==> src/rtl/imem_loader_pkg.sv <==
// Shared definitions for the boot-time instruction memory loader.
package cpu_pkg;

   localparam int IMEM_ADDR_W       = 6;
   localparam int LOADER_WORD_BYTES = 4;

   typedef enum logic [2:0] {
      HDR,
      DATA,
      CSUM,
      DONE,
      ERROR
   } loader_state_t;

endpackage

==> src/rtl/imem_loader_if.sv <==
// Byte-stream valid/ready channel feeding the loader (UART receiver or bench driver).
interface imem_loader_if;
   logic       rx_valid;
   logic       rx_ready;
   logic [7:0] rx_data;

   modport master (output rx_valid, output rx_data, input rx_ready);
   modport slave  (input rx_valid, input rx_data, output rx_ready);
endinterface

==> src/rtl/imem_loader_byte_packer.sv <==
// Assembles a little-endian 32-bit word from four accepted bytes.
module imem_loader_byte_packer
   import cpu_pkg::*;
(
   input  logic        clk,
   input  logic        reset_n,
   input  logic        clear,
   input  logic        byte_en,
   input  logic [7:0]  byte_in,
   output logic [1:0]  idx,
   output logic [31:0] word_next,
   output logic        word_valid
);

   logic [31:0] shreg;

   // Bytes enter at the top so the first byte ends up in bits [7:0].
   assign word_next  = {byte_in, shreg[31:8]};
   assign word_valid = byte_en && (idx == 2'(LOADER_WORD_BYTES - 1));

   always_ff @(posedge clk or negedge reset_n) begin
      if (!reset_n) begin
         shreg <= '0;
         idx   <= '0;
      end else if (clear) begin
         idx   <= '0;
      end else if (byte_en) begin
         shreg <= word_next;
         idx   <= idx + 2'd1;
      end
   end

endmodule

==> src/rtl/imem_loader.sv <==
// Boot loader: packs a checksummed byte image into instruction memory and
// holds the core in reset until the image is verified.
module imem_loader
   import cpu_pkg::*;
#(
   parameter int ADDR_W = IMEM_ADDR_W
) (
   input  logic                clk,
   input  logic                reset_n,
   imem_loader_if.slave        rx,
   input  logic                load_req,
   output logic                imem_write,
   output logic [ADDR_W-1:0]   imem_write_reg,
   output logic [31:0]         imem_write_data,
   output logic                cpu_reset_n,
   output logic                busy,
   output logic                done,
   output logic                error,
   output logic [ADDR_W:0]     words_loaded
);

   localparam int unsigned DEPTH   = 2 ** ADDR_W;
   localparam int unsigned MAX_HDR = DEPTH - 1;

   typedef logic [ADDR_W:0] cnt_t;

   loader_state_t state;
   cnt_t          n_words;
   logic [7:0]    checksum;
   logic          accept;
   logic          byte_en;
   logic [1:0]    byte_idx;
   logic [31:0]   word_next;
   logic          word_valid;
   cnt_t          words_inc;

   assign rx.rx_ready = (state == HDR) || (state == DATA) || (state == CSUM);
   assign busy        = rx.rx_ready;
   assign accept      = rx.rx_valid && rx.rx_ready;
   assign byte_en     = accept && (state == DATA);
   assign words_inc   = words_loaded + cnt_t'(1);

   imem_loader_byte_packer u_packer (
      .clk        (clk),
      .reset_n    (reset_n),
      .clear      (state == HDR),
      .byte_en    (byte_en),
      .byte_in    (rx.rx_data),
      .idx        (byte_idx),
      .word_next  (word_next),
      .word_valid (word_valid)
   );

   always_ff @(posedge clk or negedge reset_n) begin
      if (!reset_n) begin
         state           <= HDR;
         n_words         <= '0;
         checksum        <= '0;
         words_loaded    <= '0;
         imem_write      <= 1'b0;
         imem_write_reg  <= '0;
         imem_write_data <= '0;
         cpu_reset_n     <= 1'b0;
         done            <= 1'b0;
         error           <= 1'b0;
      end else begin
         imem_write <= 1'b0;
         unique case (state)
            HDR: if (accept) begin
               if (32'(rx.rx_data) > MAX_HDR) begin
                  state <= ERROR;
                  error <= 1'b1;
               end else begin
                  n_words      <= cnt_t'(rx.rx_data) + cnt_t'(1);
                  words_loaded <= '0;
                  checksum     <= '0;
                  state        <= DATA;
               end
            end
            DATA: if (accept) begin
               checksum <= checksum ^ rx.rx_data;
               // Write strobe and counter advance share the edge that takes the 4th byte.
               if (word_valid) begin
                  imem_write      <= 1'b1;
                  imem_write_reg  <= words_loaded[ADDR_W-1:0];
                  imem_write_data <= word_next;
                  words_loaded    <= words_inc;
                  if (words_inc == n_words) state <= CSUM;
               end
            end
            CSUM: if (accept) begin
               if (rx.rx_data == checksum) begin
                  state       <= DONE;
                  done        <= 1'b1;
                  cpu_reset_n <= 1'b1;
               end else begin
                  state <= ERROR;
                  error <= 1'b1;
               end
            end
            DONE, ERROR: if (load_req) begin
               state        <= HDR;
               done         <= 1'b0;
               error        <= 1'b0;
               words_loaded <= '0;
               checksum     <= '0;
               cpu_reset_n  <= 1'b0;
            end
            default: state <= HDR;
         endcase
      end
   end

endmodule

==> src/flat_wrapper.sv <==
// flat-port wrapper written by rule: the top's interface ports become plain ports
module imem_loader_flat import cpu_pkg::*;
#(
   parameter int ADDR_W = IMEM_ADDR_W
)
  (clk, reset_n, load_req, imem_write, imem_write_reg, imem_write_data, cpu_reset_n, busy, done, error, words_loaded, rx_rx_valid, rx_rx_data, rx_rx_ready);
  imem_loader_if rx_i ();
  input  logic clk;
  input  logic reset_n;
  input  logic load_req;
  output logic imem_write;
  output logic [ADDR_W-1:0] imem_write_reg;
  output logic [31:0] imem_write_data;
  output logic cpu_reset_n;
  output logic busy;
  output logic done;
  output logic error;
  output logic [ADDR_W:0] words_loaded;
  input wire logic [$bits(rx_i.rx_valid)-1:0] rx_rx_valid;
  input wire logic [$bits(rx_i.rx_data)-1:0] rx_rx_data;
  output wire logic [$bits(rx_i.rx_ready)-1:0] rx_rx_ready;
  assign rx_i.rx_valid = rx_rx_valid;
  assign rx_i.rx_data = rx_rx_data;
  assign rx_rx_ready = rx_i.rx_ready;
  imem_loader #(.ADDR_W(ADDR_W)) u_core (.clk(clk), .reset_n(reset_n), .rx(rx_i), .load_req(load_req), .imem_write(imem_write), .imem_write_reg(imem_write_reg), .imem_write_data(imem_write_data), .cpu_reset_n(cpu_reset_n), .busy(busy), .done(done), .error(error), .words_loaded(words_loaded));
endmodule
==> config.mk <==
export PLATFORM = sky130hd
export DESIGN_NAME = imem_loader_flat
export DESIGN_NICKNAME = d
export VERILOG_FILES = /design/src/rtl/imem_loader_pkg.sv /design/src/rtl/imem_loader_if.sv /design/src/rtl/imem_loader_byte_packer.sv /design/src/rtl/imem_loader.sv /design/src/flat_wrapper.sv
export SDC_FILE = /design/constraint.sdc
export NUM_CORES = 1
export LEC_CHECK = 0
export BUFFER_PORTS_ARGS = -buffer_cell sky130_fd_sc_hd__buf_2
export CAP_MARGIN = 40
export CORE_MARGIN = 2
export CORE_UTILIZATION = 57
export DETAILED_ROUTE_END_ITERATION = 10
export PLACE_DENSITY = 0.8
export SYNTH_ARGS = -nofsm -noshare
export SYNTH_HDL_FRONTEND = slang
export SYNTH_SLANG_ARGS = --single-unit
==> constraint.sdc <==
create_clock -name clk -period 2.2 [get_ports clk]
set_input_delay 0.11 -clock clk [delete_from_list [all_inputs] [get_ports clk]]
set_output_delay 0.11 -clock clk [all_outputs]
set_load 0.02 [all_outputs]
==> results.toml, run 1 <==
[run]
max_cap_viol_count = 0

[yosys]
synth_edf_count = 0
synth_seq_cells = 92
synthCells = 475
ys_async_sr_fraction_pct = 100
synth_area_per_cell_um2 = 8.78
synth.largest_area_cell = "dfrtp_1"
synthTopCellsByArea = "dfrtp_1 55%, nand2_1 18%, o21ai_0 4.3%"
yosysMostFrequentCell = "nand2_1"
ys_seq_area_share_pct = 55.2
synthTopCellsByCount = "203 x nand2_1, 92 x dfrtp_1, 36 x o21ai_0"
synth_ff_type = "dfrtp_1"
yosysWarnings = 0
yosysUniqueCellTypes = 45
syn_area_um2 = 4170
synth_top_cell_area_share_pct = 55.2
syn_nets = 490

[worst_hold_path]
min_to = "u_core.u_packer.shreg[24]"
min_path_cells = 3
holdCritPathClass = "in -> reg"
min_from = "rx_rx_data[0]"

[floorplanning]
start_util_pct = 58.1
rows = 31
ioPinCount = 63
design.die.area_um2 = 8020
coreArea_um2 = 7180
die_w_um = 89.5
fp.dieH_um = 89.5

[critical_path]
crit_start = "u_core.state[1]"
slowest_delay_ns = 0.48
reg2reg_depth = 6
critPathMaxFanout = 14
cp-start-kind = "flop"
crit_chain = "buf_4, mux2_2, a22oi_1, o22a_1, o21bai_1, mux2_2"
worstPathRequired_ns = 2.51
crit_path_top_delay_cell = "o22a_1"
crit_family = "compound AO/OA/AOI/OAI gates"
critPathBufInv = 1
reg2reg_from = "u_core.state[1]"
crit_top_cell = "mux2_2"
regToRegSetupSlack_ns = 0.27
crit_path_end_kind = "flop"
r2r_end = "u_core.words_loaded[6]"
criticalPathCategory = "reg -> reg"
worstPathArrival_ns = 2.24

[detailed_routing]
via_per_inst = 5.22
initialDrtViolationCount = 234
vias = 3331
wl_per_cell_um = 13.6
post-route-drc-count = 0
finalWirelength_um = 8670
antenna_left = 0
drt_first_pass_iters = 5

[cells_and_area]
multi_input_area_um2 = 1700
fillers = 552
drive_above_1_share_pct = 18.0
seq_area_um2 = 2300
post-route-util_pct = 66.7
largest_reg_flops = 32
top_register = "u_core.imem_write_data"
layout.nets = 549
antenna_cells = 0
areaGrowthSynthToFinish_pct = 14.7
largest_registers = "u_core.imem_write_data x32, u_core.u_packer.shreg x24, u_core.checksum x8"

[place]
port_buffers = 62
hpwl_um = 6040
pre_cts_ws_ns = 0.299
routabilityCongestion = 0.900

[sta]
period_minus_slack_ns = 1.93
rsz0062_at_grt = "no"
clock.fmax_mhz = 517
tns_ns = 0
finalMaxSlewViolations = 0
setup_slack_ns = 0.267
tightest_slew_ns = 0.633
worst_clock_skew_ns = 0.00533
max-slew-margin-rel_pct = 57.8
setup_viol = 0
hold_viol = 0
post-route-period-util_pct = 87.9

[cts]
clkTransAtPathRegs_ns = 0.10
insertion_delay_ns = 0.36
numCtsBuffers = 9
cts.sinks = 92
cts-root-buf = "clkbuf_8"
cts_max_path_buffers = 2
cts_tree = "built"
htreeDepth = 3
cts_resized = 0

[global_route]
gr-usage-all-layers_pct = 23.4
grt_max_degree = 50
overflow = 0
grt_pass1_wl_um = 14400
grt_antenna_before_repair = 0
grt_pass1_vias = 2964

[pwr]
power.leakage_nw = 2.58
power.density_nw_per_um2 = 1160
ir_drop_mv = 0.524

[outcome]
status = "finished, final reports clean"
worst reg2reg max path: stages (launching register included):
cell and delay (ns):
dfrtp_1 0.40, buf_4 0.18, mux2_2 0.34, a22oi_1 0.14
o22a_1 0.48, o21bai_1 0.18, mux2_2 0.16
placed cells by master (no fill, tap or decap), types with 2 or more instances in the layout:
cell         n
a211oi_1     2
a21oi_1      7
a22o_1       3
buf_2       61
buf_4       13
clkbuf_8    10
clkinv_4     2
dfrtp_1     92
ha_1         3
inv_1        7
inv_8        2
mux2_2       4
mux2i_1      5
nand2_1    203
nand2b_1    10
nand3_1      8
nand4_1      3
nor2_1      15
nor2b_1      4
nor3_1       2
nor4_1       2
o2111ai_1    2
o211ai_1     2
o21a_1       2
o21ai_0     36
o22a_1       2
or3_1        2
xnor2_1      9
xor2_1       6
through the flow:
step / instance area [µm²] / total power (W) / hold WS, ns / instances
after global routing: 4780 / 0.00598 / 0.0321 / 638
after global placement: 4580 / 0.00440 / 0.159 / 621
after CTS: 4780 / 0.00560 / 0.0218 / 638
final: 4780 / 0.00557 / 0.0347 / 638
after detailed placement: 4580 / 0.00449 / 0.174 / 621
after floorplan: 4170 / 0.00389 / -0.186 / 475
area by class of cell:
cell class,instances,share of cell area [%]
Timing Repair Buffer,76,9.05
Inverter,8,0.628
Sequential cell,92,48.1
Clock buffer,10,2.88
Multi-Input combinational cell,347,35.5
Tap cell,99,2.59
Clock inverter,6,1.18
report_power, final:
| part | internal (W) | switching (W) | total (W) |
|---|---|---|---|
| logic | 0.000683 | 0.00117 | 0.00185 |
| clock network | 0.000465 | 0.000638 | 0.00110 |
| registers | 0.00224 | 0.000371 | 0.00261 |
repair_timing:
| action | 4_1_cts | 5_1_grt |
|---|---|---|
| buffers inserted | 0 | 0 |
| hold endpoints to repair | 47 | 0 |
| hold buffers | 1 | 0 |
kinds of logic after synthesis:
family                   share of synthesized area (%)
AO/OA/AOI/OAI                                     9.33
XOR/XNOR                                          3.15
adder cells (fa/ha/maj)                          0.900
buffers and inverters                             4.02
flip-flops                                        55.2
multiplexers                                      2.28
AND/OR/NAND/NOR                                   25.1
how the worst max path moves through the flow:
stage | endpoint | slack [ns] | cells after the start
after floorplan | u_core.state[0] | 0.28 | 6
after global placement | u_core.state[0] | 0.36 | 6
after detailed placement | u_core.state[0] | 0.30 | 6
after CTS | u_core.words_loaded[0] | 0.29 | 5
after global routing | u_core.checksum[6] | 0.15 | 6
final | u_core.words_loaded[6] | 0.27 | 6
metal layers:
layer / up-vias / share of wire (%) / global-route usage (%)
met5: - / 0 / 0
met4: 0 / 1.3 / 8.96
met3: 10 / 4.2 / 3.60
met2: 82 / 46 / 35.1
met1: 1582 / 49 / 34.6
li1: 1657 / - / -
(Power assumes the default switching activity.)
==> inputs of run 2 (changes only) <==
Settings changed: SLEW_MARGIN set to 15.
Clock period 2.2 ns to 1.98 ns, I/O delays scaled along.
==> results.toml, run 2 (synthesized netlist as in run 1, its figures left out) <==
[global_route]
grt_pass1_wl_um = 14700
overflow = 0
gr-usage-all-layers_pct = 24.2
grt_antenna_before_repair = 0
grt_pass1_vias = 3120
grt_max_degree = 51

[sta]
hold_slack_ns = 0.0172
clock.fmax_mhz = 530
worst_clock_skew_ns = 0.00661
tns_ns = 0
setup_slack_ns = 0.0940
tightest_slew_ns = 0.493
period_minus_slack_ns = 1.89
hold_viol = 0
post-route-period-util_pct = 95.3
finalMaxSlewViolations = 0
rsz0062_at_grt = "no"
setup_viol = 0
max-slew-margin-rel_pct = 66.8

[cells_and_area]
largest_reg_flops = 32
largest_registers = "u_core.imem_write_data x32, u_core.u_packer.shreg x24, u_core.checksum x8"
top_register = "u_core.imem_write_data"
final_common_cell = "nand2_1"
post-route-util_pct = 67.5
fillers = 561
areaGrowthSynthToFinish_pct = 16.1
layout.nets = 552
antenna_cells = 0
final_cell_mix = "203 x nand2_1, 89 x dfrtp_1, 61 x buf_2"
drive_above_1_share_pct = 19.0

[pwr]
ir_drop_mv = 0.533
power.leakage_nw = 2.60
power.density_nw_per_um2 = 1320
power_w = 0.00639

[cts]
htreeDepth = 3
cts.sinks = 92
clkTransAtPathRegs_ns = 0.09
post-cts-setup-buffers = 0
cts_max_path_buffers = 2
cts-root-buf = "clkbuf_8"
insertion_delay_ns = 0.36
cts_tree = "built"
numCtsBuffers = 9

[detailed_routing]
wl_per_cell_um = 14.1
finalWirelength_um = 9010
antenna_left = 0
via_per_inst = 5.30
vias = 3389
initialDrtViolationCount = 235
drt_first_pass_iters = 4
post-route-drc-count = 0

[worst_hold_path]
holdCritPathClass = "in -> reg"

[run]
max_cap_viol_count = 0

[floorplanning]
ioPinCount = 63
rows = 31
die_w_um = 89.5
fp.dieH_um = 89.5
coreArea_um2 = 7180
design.die.area_um2 = 8020
start_util_pct = 58.1

[critical_path]
regToRegSetupSlack_ns = 0.09
cp-start-kind = "flop"
worstPathRequired_ns = 2.22
crit_path_end_kind = "flop"
critPathMaxFanout = 2
criticalPathCategory = "reg -> reg"
worstPathArrival_ns = 2.12

[place]
pre_cts_ws_ns = 0.149
hpwl_um = 6230
routabilityCongestion = 0.910
port_buffers = 62

[outcome]
status = "finished, final reports clean"
[run 2: cell count changes in the layout (fill, tap and decap cells not counted), sizes merged]
cell,delta
buf,+3
bufinv,+2
clkbuf,-1
clkinv,-2
[run 2: where the power goes]
group | switching, W | total, W | internal, W | leakage (nW)
sequential | 0.000417 | 0.00291 | 0.00249 | 1.22
combinational | 0.00131 | 0.00208 | 0.000771 | 1.27
clock | 0.000678 | 0.00140 | 0.000722 | 0.108
[run 2: metal layers]
layer,global-route usage (%),wire [µm],vias to the layer above
li1,-,-,1652
met1,34.7,4080,1636
met2,37.1,4340,90
met3,5.54,477,11
met4,7.06,107,0
met5,0,0,-
[run 2: what timing repair did]
action                                 in CTS  in global routing
gates resized for setup                     0                  4
setup endpoints to repair                   0                  1
endpoints found under the hold margin      70                  0
hold buffers                                1                  0
[run 2: path summary, 6_finish.rpt]
| kind | startpoint | depth (start not counted) | to |
|---|---|---|---|
| max | u_core.words_loaded[0] | 6 | u_core.state[0] |
| min | rx_rx_data[7] | 3 | u_core.imem_write_data[31] |
| max reg2reg | u_core.words_loaded[0] | 6 | u_core.state[0] |
| min reg2reg | u_core.imem_write_data[2] | 2 | u_core.imem_write_data[2] |
| max in group asynchronous | reset_n | 3 | u_core.imem_write_data[9] |
| min in group asynchronous | reset_n | 2 | u_core.state[2] |
[run 2: through the flow]
stage          area [µm²]  std cells
6_report             4840        640
5_1_grt              4840        640
4_1_cts              4830        640
3_5_place_dp         4600        624
3_3_place_gp         4600        624
2_1_floorplan        4170        475
[run 2: area by class of cell]
| cell class | count | area, µm² | area share [%] |
|---|---|---|---|
| tap | 99 | 124 | 2.56 |
| timing repair buffer | 79 | 455 | 9.41 |
| clock inverter | 6 | 96.3 | 1.99 |
| inverter | 8 | 30.0 | 0.620 |
| multi-input combinational | 347 | 1710 | 35.2 |
| sequential | 92 | 2310 | 47.6 |
| clock buffer | 9 | 124 | 2.56 |
[run 2: worst max-delay path, cell delays in order, from the launching register on]
cell and delay [ns]:
dfrtp_1 0.39, ha_1 0.22, or4_1 0.56, a211oi_2 0.24
o211ai_1 0.15, nand2_1 0.12, a31oi_1 0.07
